--- src/rtl/mem_access_unit_if.sv ---
// Data-bus bundle between the MEM-stage responder (master) and the memory/peripheral side (slave).
interface mem_access_unit_if;
  logic        bus_req;
  logic        bus_we;
  logic [31:0] bus_addr;
  logic [31:0] bus_wdata;
  logic [31:0] bus_rdata;
  logic        bus_ack;

  modport master (
    output bus_req, bus_we, bus_addr, bus_wdata,
    input  bus_rdata, bus_ack
  );

  modport slave (
    input  bus_req, bus_we, bus_addr, bus_wdata,
    output bus_rdata, bus_ack
  );
endinterface

--- src/rtl/mem_access_unit.sv ---
// MEM-stage responder: runs loads/stores over a req/ack bus, stalls upstream while busy, drives MEM/WB.
// Optional misaligned-access trap enabled by defining MEM_ALIGN_CHECK_EN.
module mem_access_unit #(
  parameter int unsigned TIMEOUT_CYCLES = 255
) (
  input  logic                     clk,
  input  logic                     rst,
  input  logic                     in_RegWrite,
  input  logic                     in_MemRead,
  input  logic                     in_MemWrite,
  input  logic [1:0]               in_MemtoReg,
  input  logic [31:0]              in_ALUOut,
  input  logic [4:0]               in_RegWriteAddr,
  input  logic [31:0]              in_RFReadData2,
  input  logic [31:0]              in_PC,
  output logic                     mem_stall,
  mem_access_unit_if.master        bus,
  output logic                     out_RegWrite,
  output logic [1:0]               out_MemtoReg,
  output logic [31:0]              out_ALUOut,
  output logic [4:0]               out_RegWriteAddr,
  output logic [31:0]              out_PC,
  output logic [31:0]              out_MemReadData,
  output logic                     out_BusErr,
  output logic                     out_AlignFault
);

  typedef enum logic {IDLE, BUSY} state_t;

  localparam logic [15:0] TMO_LAST = 16'(TIMEOUT_CYCLES - 1);

  state_t      state;
  logic [15:0] tmo_cnt;
  logic        mem_op;
  logic        misaligned;
  logic        start;
  logic        at_limit;

  always_comb begin
    mem_op = in_MemRead | in_MemWrite;
`ifdef MEM_ALIGN_CHECK_EN
    misaligned = mem_op && (in_ALUOut[1:0] != 2'b00);
`else
    misaligned = 1'b0;
`endif
    start    = mem_op && !misaligned;
    at_limit = (tmo_cnt == TMO_LAST);
    // The last BUSY cycle (ack or timeout) releases upstream so EX/MEM advances with the MEM/WB load.
    if (state == IDLE) mem_stall = start;
    else               mem_stall = !bus.bus_ack && !at_limit;
  end

  always_ff @(posedge clk) begin
    if (rst) begin
      state            <= IDLE;
      tmo_cnt          <= '0;
      bus.bus_req      <= 1'b0;
      bus.bus_we       <= 1'b0;
      bus.bus_addr     <= '0;
      bus.bus_wdata    <= '0;
      out_RegWrite     <= 1'b0;
      out_MemtoReg     <= '0;
      out_ALUOut       <= '0;
      out_RegWriteAddr <= '0;
      out_PC           <= '0;
      out_MemReadData  <= '0;
      out_BusErr       <= 1'b0;
      out_AlignFault   <= 1'b0;
    end else begin
      unique case (state)
        IDLE: begin
          if (start) begin
            state          <= BUSY;
            tmo_cnt        <= '0;
            bus.bus_req    <= 1'b1;
            bus.bus_we     <= in_MemWrite;
            bus.bus_addr   <= {in_ALUOut[31:2], 2'b00};
            bus.bus_wdata  <= in_RFReadData2;
            out_RegWrite   <= 1'b0;
            out_BusErr     <= 1'b0;
            out_AlignFault <= 1'b0;
          end else begin
            out_RegWrite     <= in_RegWrite && !misaligned;
            out_MemtoReg     <= in_MemtoReg;
            out_ALUOut       <= in_ALUOut;
            out_RegWriteAddr <= in_RegWriteAddr;
            out_PC           <= in_PC;
            out_MemReadData  <= '0;
            out_BusErr       <= 1'b0;
            out_AlignFault   <= misaligned;
          end
        end

        BUSY: begin
          // EX/MEM was held throughout, so in_* still describe the access being finished.
          if (bus.bus_ack) begin
            state            <= IDLE;
            bus.bus_req      <= 1'b0;
            out_RegWrite     <= in_RegWrite;
            out_MemtoReg     <= in_MemtoReg;
            out_ALUOut       <= in_ALUOut;
            out_RegWriteAddr <= in_RegWriteAddr;
            out_PC           <= in_PC;
            out_MemReadData  <= bus.bus_we ? '0 : bus.bus_rdata;
            out_BusErr       <= 1'b0;
            out_AlignFault   <= 1'b0;
          end else if (at_limit) begin
            state            <= IDLE;
            bus.bus_req      <= 1'b0;
            out_RegWrite     <= 1'b0;
            out_MemtoReg     <= in_MemtoReg;
            out_ALUOut       <= in_ALUOut;
            out_RegWriteAddr <= in_RegWriteAddr;
            out_PC           <= in_PC;
            out_MemReadData  <= '0;
            out_BusErr       <= 1'b1;
            out_AlignFault   <= 1'b0;
          end else begin
            tmo_cnt        <= tmo_cnt + 16'd1;
            out_RegWrite   <= 1'b0;
            out_BusErr     <= 1'b0;
            out_AlignFault <= 1'b0;
          end
        end

        default: state <= IDLE;
      endcase
    end
  end

endmodule

--- src/flat_wrapper.sv ---
// flat-port wrapper written by rule: the top's interface ports become plain ports
module mem_access_unit_flat 
#(
  parameter int unsigned TIMEOUT_CYCLES = 255
)
  (clk, rst, in_RegWrite, in_MemRead, in_MemWrite, in_MemtoReg, in_ALUOut, in_RegWriteAddr, in_RFReadData2, in_PC, mem_stall, out_RegWrite, out_MemtoReg, out_ALUOut, out_RegWriteAddr, out_PC, out_MemReadData, out_BusErr, out_AlignFault, bus_bus_req, bus_bus_we, bus_bus_addr, bus_bus_wdata, bus_bus_rdata, bus_bus_ack);
  mem_access_unit_if bus_i ();
  input  logic clk;
  input  logic rst;
  input  logic in_RegWrite;
  input  logic in_MemRead;
  input  logic in_MemWrite;
  input  logic [1:0] in_MemtoReg;
  input  logic [31:0] in_ALUOut;
  input  logic [4:0] in_RegWriteAddr;
  input  logic [31:0] in_RFReadData2;
  input  logic [31:0] in_PC;
  output logic mem_stall;
  output logic out_RegWrite;
  output logic [1:0] out_MemtoReg;
  output logic [31:0] out_ALUOut;
  output logic [4:0] out_RegWriteAddr;
  output logic [31:0] out_PC;
  output logic [31:0] out_MemReadData;
  output logic out_BusErr;
  output logic out_AlignFault;
  output wire logic [$bits(bus_i.bus_req)-1:0] bus_bus_req;
  output wire logic [$bits(bus_i.bus_we)-1:0] bus_bus_we;
  output wire logic [$bits(bus_i.bus_addr)-1:0] bus_bus_addr;
  output wire logic [$bits(bus_i.bus_wdata)-1:0] bus_bus_wdata;
  input wire logic [$bits(bus_i.bus_rdata)-1:0] bus_bus_rdata;
  input wire logic [$bits(bus_i.bus_ack)-1:0] bus_bus_ack;
  assign bus_bus_req = bus_i.bus_req;
  assign bus_bus_we = bus_i.bus_we;
  assign bus_bus_addr = bus_i.bus_addr;
  assign bus_bus_wdata = bus_i.bus_wdata;
  assign bus_i.bus_rdata = bus_bus_rdata;
  assign bus_i.bus_ack = bus_bus_ack;
  mem_access_unit #(.TIMEOUT_CYCLES(TIMEOUT_CYCLES)) u_core (.clk(clk), .rst(rst), .in_RegWrite(in_RegWrite), .in_MemRead(in_MemRead), .in_MemWrite(in_MemWrite), .in_MemtoReg(in_MemtoReg), .in_ALUOut(in_ALUOut), .in_RegWriteAddr(in_RegWriteAddr), .in_RFReadData2(in_RFReadData2), .in_PC(in_PC), .mem_stall(mem_stall), .bus(bus_i), .out_RegWrite(out_RegWrite), .out_MemtoReg(out_MemtoReg), .out_ALUOut(out_ALUOut), .out_RegWriteAddr(out_RegWriteAddr), .out_PC(out_PC), .out_MemReadData(out_MemReadData), .out_BusErr(out_BusErr), .out_AlignFault(out_AlignFault));
endmodule
--- config.mk ---
export PLATFORM = sky130hd
export DESIGN_NAME = mem_access_unit_flat
export DESIGN_NICKNAME = d
export VERILOG_FILES = /design/src/rtl/mem_access_unit_if.sv /design/src/rtl/mem_access_unit.sv /design/src/flat_wrapper.sv
export SDC_FILE = /design/constraint.sdc
export NUM_CORES = 1
export LEC_CHECK = 0
export CAP_MARGIN = 0
export CORE_ASPECT_RATIO = 1.2
export CORE_MARGIN = 2
export CORE_UTILIZATION = 41
export DETAILED_ROUTE_END_ITERATION = 8
export PLACE_DENSITY = 0.85
export RECOVER_POWER = 50
export SLEW_MARGIN = 0
export SYNTH_ARGS = -nofsm -noshare
export SYNTH_HDL_FRONTEND = slang
export SYNTH_SLANG_ARGS = --single-unit
--- constraint.sdc ---
create_clock -name clk -period 2 [get_ports clk]
set_input_delay 0.4 -clock clk [delete_from_list [all_inputs] [get_ports clk]]
set_output_delay 0.4 -clock clk [all_outputs]
set_load 0.02 [all_outputs]
==> results of run 1 <==
worst max-delay path: stages, from the launching register on:
cell	delay [ns]
dfxtp_2	0.34
nor4_4	0.30
nand4_1	0.19
o21ai_2	0.20
inv_1	0.08
buf_6	0.13
through the flow:
stage / hold slack, ns / cells
5_1_grt: 0.378 / 1195
3_5_place_dp: 0.446 / 1146
4_1_cts: 0.351 / 1185
3_3_place_gp: 0.440 / 1146
2_1_floorplan: 0.477 / 640
6_report: 0.361 / 1195
report_power, final:
group	switching, mW	leakage [nW]	total (mW)	internal [mW]
registers	0.119	1.53	4.04	3.93
clock network	1.56	0.266	3.20	1.64
logic	0.819	2.36	1.70	0.882
cell families (layout without fill, tap and decap cells):
kind of cell / after synthesis / in the layout
AOI/OAI and AO/OA: 199 / 199
xor gates and xnor gates: 3 / 3
adders and majority gates: 2 / 2
buffers and inverters: 54 / 401
DFF: 186 / 186
muxes: 1 / 1
other: 1 / 3
and+or+nand+nor: 192 / 192
synthesized netlist by cell type, drive strengths merged (2+ instances only):
| library cell | count |
|---|---|
| a21o | 3 |
| a21oi | 75 |
| a22o | 105 |
| a311oi | 2 |
| a31oi | 4 |
| and2 | 3 |
| and3 | 6 |
| and4 | 2 |
| buf | 24 |
| clkbuf | 27 |
| dfxtp | 186 |
| ha | 2 |
| inv | 3 |
| nand2 | 133 |
| nand3 | 8 |
| nand3b | 2 |
| nand4 | 6 |
| nor2 | 10 |
| nor3 | 10 |
| nor4 | 3 |
| o211ai | 2 |
| o21ai | 5 |
| or3 | 5 |
| xor2 | 2 |
per-layer routing:
metal  wire length (um)  vias up  track usage [%]
met4               1090        0             14.0
met5                  0        -                0
met3               1800       75             8.41
met1               8250     2944             26.4
li1                   -     2947                -
met2              10900      293             40.9
registers in the layout, summed over array words and instances, names as in the netlist, 2 cells and up:
| name | count |
|---|---|
| u_core.out_ALUOut | 32 |
| u_core.out_MemtoReg | 2 |
| u_core.out_PC | 32 |
| u_core.bus.bus_addr | 30 |
| u_core.out_MemReadData | 32 |
| u_core.out_RegWriteAddr | 5 |
| u_core.bus.bus_wdata | 32 |
| u_core.tmo_cnt | 16 |
layout make-up:
class / count / share of cell area (%)
Timing Repair Buffer: 366 / 34.9
Sequential cell: 186 / 34.8
Multi-Input combinational cell: 400 / 22.6
Clock buffer: 18 / 4.00
Tap cell: 208 / 2.43
Clock inverter: 14 / 1.21
Inverter: 3 / 0.105
final timing paths:
check,from,to,slack [ns],cells past startpoint
max,u_core.tmo_cnt[10],mem_stall,-0.07,5
min,rst,u_core.tmo_cnt[2],0.36,2
max reg2reg,u_core.tmo_cnt[0],u_core.tmo_cnt[12],0.05,10
min reg2reg,u_core.bus.bus_addr[11],u_core.bus.bus_addr[11],0.45,2
timing repair:
item	CTS	global route
setup buffers	9	6
setup endpoints to repair	1	99
pin swaps	5	10
resized for setup	6	5
cloned	0	7
==> reports/results.ini, run 1 <==
[die]
ios=314
fp-row-count=50
die_area_um2=16900
initial_core_util_pct=41.9
die_w_um=119
die_y_um=142
coreArea_um2=15600

[run]
max_cap_viol_count=0

[detailed_routing]
firstDrtPassIters=5
drtIter0Drc=326
ant_nets=0
routedWlPerCell_um=18.4
drc_errors=0
num_vias=6259
wirelength_um=22000
routed_via_density=5.24

[timing]
hold_viol_final=0
setup_viol=1
final.setup_skew_ns=0.0130
period_minus_slack_ns=2.07
tightest_slew_ns=0.582
slew_violations=0
fmax_mhz=484
max_slew_margin_pct=61.2
setup_tns_ns=-0.0670
fin_ws_ns=-0.0670
min_period_over_period_pct=103
rsz0062_at_grt=true

[global_route]
grt_pass1_wl_um=32200
grt_antenna_before_repair=0
gr-total-overflow=0
track_usage_pct=24.2
grt_pass1_vias=5943
grt_max_degree=54

[clock_tree]
cts.sinks=186
cts_tree=built
cts_buffers=17
cts-root-buf=clkbuf_16
path_clk_slew_ns=0.07
htree_levels=4
hold_buffers=0
worstSkewPairLatency_ns=0.43
clk_path_buf_depth=2

[yosys]
synth_adder_area_share_pct=0.383
synth_ff_type=dfxtp_1
yosys.area_share.simple_pct=13.5
synth_area_per_cell_um2=10.2
synth_compound_area_share_pct=22.2
synth-seq-cells=186
synth-xor-area-share_pct=0.403
synth_cell_types=53
yosysSeqAreaShare_pct=57.1
ys_warn_count=0
netlist.area_leader.share_pct=57.1
yosys-top-cells-area=dfxtp_1, a22o_1, nand2_1
ys_async_sr_fraction_pct=0
syn_area_um2=6530
synth-edff-count=0
yosys-mux-area-fraction_pct=0.153
netlist_instances=638
synth_top_family_by_area=compound AO/OA/AOI/OAI gates
synth_top_area_cell=dfxtp_1

[finish]
area_delta_synth_final_pct=64.3
fin_area_um2=10700
final_common_cell=clkdlybuf4s50_1
fin_nets=1117
drive_gt1_share_pct=11.0
fin_util_pct=68.8
layout_common_cells=clkdlybuf4s50_1, dfxtp_1, nand2_1, a22o_1, a21oi_1
multi_input_area_um2=2420
final-seq-area_um2=3730
fillers=1100
n_antenna_cell=0

[status]
failed_checks=setup timing
status=finished, violations left

[power]
vdd_drop_max_mv=0.586
power.total_mw=8.95
power_density_nw_per_um2=834
leakage_nw=4.15

[worst_setup_path]
critPathKind=flop to output port
crit_required_ns=1.60
cp.arrival_ns=1.67
worstSetupStartpointType=flop
cp_max_fo=2
end_kind=output port

[placed_design]
place_ws_ns=-0.332
gp_congestion=0.885
placed_cell_area_um2=9910
post-dp-hpwl_um=15100
port_buffers=310

[hold_path]
hold_class=input pin to flop

Note: power is estimated with default switching activity, not from simulation.
==> run 2, diff against run 1 <==
Settings changed: REMOVE_ABC_BUFFERS set to 1.
==> run 2 against run 1 <==
Compared with the run above: the flow still finishes with violations (setup timing); sequential power is essentially flat; first-iteration DRC count fell by 0.31%; utilization rose by 1.4 points; fmax fell by 2.2%; combinational power increased by 6%; clock-buffer cell count unchanged; worst setup slack got worse by 0.047 ns; non-clock buffer count up 4; global-route usage is 0.54 points higher.
==> reports/results.ini, run 2 (synthesis results as in run 1) <==
[clock_tree]
cts_buffers=17  ; unchanged
cts-root-buf=clkbuf_16
hold_buffers=0  ; unchanged
htree_levels=4  ; unchanged
path_clk_slew_ns=0.07  ; about the same
cts.sinks=186  ; unchanged
worstSkewPairLatency_ns=0.43  ; about the same
cts_tree=built
clk_path_buf_depth=2  ; unchanged

[timing]
setup_tns_ns=-2.56  ; -2.50 ns
final.setup_skew_ns=0.00867  ; -0.00430 ns
slew_violations=0  ; unchanged
setup_viol=89  ; +88
rsz0062_at_grt=true
tightest_slew_ns=0.576  ; -0.00598 ns
period_minus_slack_ns=2.11  ; +0.0470 ns
fin_ws_ns=-0.114  ; -0.0470 ns
hold_viol_final=0  ; unchanged
max_slew_margin_pct=61.4  ; +0.26 points
min_period_over_period_pct=106  ; +2.4 points
fmax_mhz=473  ; -2.2%

[finish]
instances_no_fill=1199  ; +0.33%
fillers=1077  ; -2.1%
drive_gt1_share_pct=11.2  ; +0.16 points
fin_util_pct=70.2  ; +1.4 points
n_antenna_cell=0  ; unchanged
area_delta_synth_final_pct=67.6
multi_input_area_um2=2440  ; +0.83%
fin_nets=1121  ; +0.36%
final_common_cell=clkdlybuf4s50_1
layout_common_cells=clkdlybuf4s50_1, dfxtp_1, nand2_1, a22o_1, a21oi_1
final-seq-area_um2=3730  ; about the same

[run]
max_cap_viol_count=0  ; unchanged

[detailed_routing]
routed_via_density=5.30  ; +1.2%
wirelength_um=23600  ; +7.3%
drtIter0Drc=325  ; -0.31%
num_vias=6355  ; +1.5%
routedWlPerCell_um=19.7  ; +6.9%
ant_nets=0  ; unchanged
drc_errors=0  ; unchanged
firstDrtPassIters=4  ; -1

[worst_setup_path]
cp_max_fo=2  ; unchanged
worstSetupStartpointType=flop
crit_required_ns=1.60  ; about the same
critPathKind=flop to output port
cp.arrival_ns=1.71  ; +0.04 ns
r2r_cells=9  ; -1
end_kind=output port

[placed_design]
gp_congestion=0.866  ; -2.1%
dp.cells=1148  ; +0.17%
place_ws_ns=-0.261  ; +0.0717 ns
post-dp-hpwl_um=15500  ; +2.5%
port_buffers=310  ; unchanged

[global_route]
grt_max_degree=62  ; +15%
busiest_layer=met2
grt_pass1_vias=5996  ; +0.89%
met1_usage_pct=27.5  ; +1.1 points
grt_pass1_wl_um=32900  ; +2.0%
track_usage_pct=24.8  ; +0.54 points
met3_usage_pct=7.61  ; -0.80 points
gr-total-overflow=0  ; unchanged
grt_antenna_before_repair=1  ; +1
met2_usage_pct=42.9  ; +2.0 points

[power]
vdd_drop_max_mv=0.609  ; +3.8%
power_density_nw_per_um2=845  ; +1.3%
leakage_nw=4.25  ; +2.2%
power.total_mw=9.25  ; +3.4%

[die]
fp-row-count=50  ; unchanged
ios=314  ; unchanged
die_w_um=119  ; unchanged
die_area_um2=16900  ; unchanged
coreArea_um2=15600  ; unchanged
initial_core_util_pct=41.9  ; unchanged
die_y_um=142  ; unchanged

[status]
status=finished, violations left
failed_checks=setup timing

[hold_path]
hold_class=input pin to flop
holdPathStages=2  ; unchanged

[run 2: cell types whose count changed in the layout (fill, tap and decap cells not counted), moves of 2 or more]
cell	previous run	this run
buf_6	3	5
bufinv_16	0	2
buf_8	0	4
clkbuf_16	22	27
clkbuf_1	2	4
buf_4	37	26
clkinv_4	3	0
[run 2: metal layers]
| layer | up-vias | wire length, um |
|---|---|---|
| met5 | - | 11 |
| met4 | 2 | 972 |
| met3 | 68 | 1860 |
| met2 | 291 | 12200 |
| met1 | 3040 | 8550 |
| li1 | 2954 | - |
[run 2: final cells by class]
| class | count | area share, % |
|---|---|---|
| Clock buffer | 18 | 3.92 |
| Clock inverter | 14 | 1.46 |
| Inverter | 3 | 0.103 |
| Multi-Input combinational cell | 400 | 22.3 |
| Sequential cell | 186 | 34.1 |
| Tap cell | 208 | 2.38 |
| Timing Repair Buffer | 370 | 35.7 |
[run 2: what timing repair did]
| item | in CTS | in global routing |
|---|---|---|
| hold endpoints to repair | 0 | 0 |
| buffers inserted | 8 | 3 |
| gates cloned | 0 | 12 |
| resized for setup | 15 | 13 |
| pin swaps | 6 | 78 |
| endpoints found under the setup margin | 1 | 106 |
[run 2: where the power goes]
group          internal, mW  switching (mW)
logic                 0.944           0.863
registers              3.93           0.124
clock network          1.87            1.52
[run 2: metrics by stage]
step                      instance area [um2]  hold WS, ns
after floorplan                          6140        0.466
final                                   10900        0.379
after CTS                               10600        0.367
after global placement                   9970        0.440
after detailed placement                 9970        0.446
after global routing                    10900        0.380
[run 2: worst max-delay path, stage by stage, from the launching register on]
cell	delay, ns
dfxtp_2	0.34
nor4_4	0.36
nand4_1	0.21
o21ai_2	0.18
inv_1	0.07
buf_6	0.13
[run 2: path summary, 6_finish.rpt]
| check | slack [ns] | to | start |
|---|---|---|---|
| worst max register to register | -0.07 | u_core.out_PC[26] | u_core.tmo_cnt[10] |
| worst max-delay path | -0.11 | mem_stall | u_core.tmo_cnt[10] |
| worst min-delay path | 0.38 | u_core.bus.bus_we | rst |
| worst min register to register | 0.45 | u_core.bus.bus_addr[9] | u_core.bus.bus_addr[9] |
==> run 3, diff against run 2 <==
Settings changed: SKIP_CTS_REPAIR_TIMING set to 1.
==> run 3 against run 2 <==
Compared with the run above: the run still ends with setup timing left; hold slack worse by 0.0028 ns; sequential power about the same; non-clock buffer count is 13 lower; sequential share of layout area grew 0.88 points; via count decreased by 3.5%; cell count decreased by 1.1%; clock-buffer cell count stayed put; first-iteration DRC count is 5.2% lower; combinational power is 6% lower; fmax shrank 1.5%; utilization down 1.8 points; critical path depth unchanged; largest cell class is now registers; largest power group unchanged.
==> reports/results.ini, run 3 (synthesis results as in run 1) <==
[status]
status=finished, violations left
failed_checks=setup timing

[timing]
min_period_over_period_pct=107  ; +1.6 points
period_minus_slack_ns=2.15  ; +0.0325 ns
fin_ws_ns=-0.146  ; -0.0325 ns
max_slew_margin_pct=53.9  ; -7.5 points
setup_tns_ns=-0.391  ; +2.17 ns
setup_viol=25  ; -72%
final.setup_skew_ns=0.00960  ; +0.000939 ns
tightest_slew_ns=0.688  ; +0.112 ns
slew_violations=0  ; unchanged
fmax_mhz=466  ; -1.5%
rsz0062_at_grt=true
hold_viol_final=0  ; unchanged

[clock_tree]
htree_levels=4  ; unchanged
path_clk_slew_ns=0.07  ; about the same
clk_path_buf_depth=2  ; unchanged
cts.sinks=186  ; unchanged
worstSkewPairLatency_ns=0.43  ; about the same
cts_tree=built
cts-root-buf=clkbuf_16
cts_buffers=17  ; unchanged

[global_route]
grt_max_degree=62  ; unchanged
grt_pass1_vias=5935  ; -1.0%
gr-total-overflow=0  ; unchanged
track_usage_pct=24.6  ; -0.17 points
grt_antenna_before_repair=1  ; unchanged
grt_pass1_wl_um=32600  ; -0.69%

[power]
clock_power_share_pct=37.0  ; +0.3 points
power_density_nw_per_um2=856  ; +1.3%
vdd_drop_max_mv=0.608  ; about the same
switchingPower_mw=2.45  ; -2.2%
seqPwrFrac_pct=44.3  ; +0.5 points
comb_power_share_pct=18.6  ; -0.9 points
intPower_mw=6.68  ; -0.98%
leakage_nw=4.12  ; -3.1%
switching_share_pct=26.8  ; -0.25 points

[hold_path]
min_from=rst
hold_class=input pin to flop

[placed_design]
post-dp-hpwl_um=15500  ; unchanged
port_buffers=310  ; unchanged
gp_congestion=0.866  ; unchanged
place_ws_ns=-0.261  ; unchanged

[worst_setup_path]
startpoint=u_core.tmo_cnt[13]
worstSetupStartpointType=flop
crit_required_ns=1.60  ; about the same
critPathKind=flop to output port
rr_startpoint=u_core.tmo_cnt[13]
end_kind=output port
reg2reg_setup_slack_ns=-0.02  ; +0.05 ns
cp.arrival_ns=1.75  ; +0.04 ns
cp_max_fo=2  ; unchanged

[detailed_routing]
ant_nets=0  ; unchanged
drtIter0Drc=308  ; -5.2%
routedWlPerCell_um=18.4  ; -6.9%
num_vias=6134  ; -3.5%
firstDrtPassIters=4  ; unchanged
wirelength_um=21800  ; -7.9%
drc_errors=0  ; unchanged
routed_via_density=5.17  ; -2.4%

[finish]
layout_common_cells=clkdlybuf4s50_1, dfxtp_1, nand2_1, a22o_1, a21oi_1
n_antenna_cell=0  ; unchanged
fin_nets=1108  ; -1.2%
area_delta_synth_final_pct=63.3
final_common_cell=clkdlybuf4s50_1
drive_gt1_share_pct=9.82  ; -1.4 points

[run]
max_cap_viol_count=0  ; unchanged

[die]
die_w_um=119  ; unchanged
die_area_um2=16900  ; unchanged
die_y_um=142  ; unchanged
fp-row-count=50  ; unchanged
initial_core_util_pct=41.9  ; unchanged
coreArea_um2=15600  ; unchanged
ios=314  ; unchanged

==> run 3: power by group through the flow <==
stage | registers (mW) | logic, mW | clock network (mW)
final | 4.05 | 1.70 | 3.38
after global routing | 4.07 | 1.79 | 3.62
after CTS | 4.04 | 1.67 | 3.45
after detailed placement | 4.13 | 1.66 | 0
after global placement | 4.11 | 1.64 | 0
after floorplan | 4.39 | 0.369 | 0
==> run 3: worst paths after layout <==
path | to | cells after the start
setup / recovery | mem_stall | 5
hold / removal | u_core.bus.bus_we | 2
setup reg to reg | u_core.out_PC[29] | 8
hold reg to reg | u_core.bus.bus_addr[25] | 2
==> run 3: final cells by class <==
cell class / instances / area, um2
timing repair buffer: 357 / 3650
multi-input combinational: 400 / 2420
fill: 1135 / 4920
sequential: 186 / 3730
clock inverter: 14 / 160
clock buffer: 18 / 429
inverter: 3 / 11.3
tap: 208 / 260
==> run 3: per-stage QoR <==
step | power [mW] | util [%] | hold WS (ns) | cells | cell area [um2]
after detailed placement | 5.79 | 64.0 | 0.446 | 1148 | 9970
after CTS | 9.16 | 67.8 | 0.367 | 1180 | 10600
after global routing | 9.48 | 68.4 | 0.382 | 1186 | 10700
after floorplan | 4.76 | - | 0.466 | 589 | 6140
final | 9.13 | 68.4 | 0.376 | 1186 | 10700
after global placement | 5.76 | 64.0 | 0.440 | 1148 | 9970
==> run 3: per-layer routing <==
layer | vias to the layer above | wire [um] | global-route usage [%] | part of all wire [%]
li1 | 2929 | - | - | -
met4 | 2 | 837 | 11.9 | 3.8
met2 | 259 | 11100 | 42.8 | 51
met5 | - | 13 | 0 | 0.060
met1 | 2891 | 8180 | 27.3 | 38
met3 | 53 | 1640 | 7.53 | 7.5
==> run 3: critical path, stage by stage, from the launching register on <==
cell     delay [ns]
dfxtp_4        0.36
nor4_4         0.36
nand4_1        0.21
o21ai_2        0.20
inv_1          0.07
buf_6          0.13
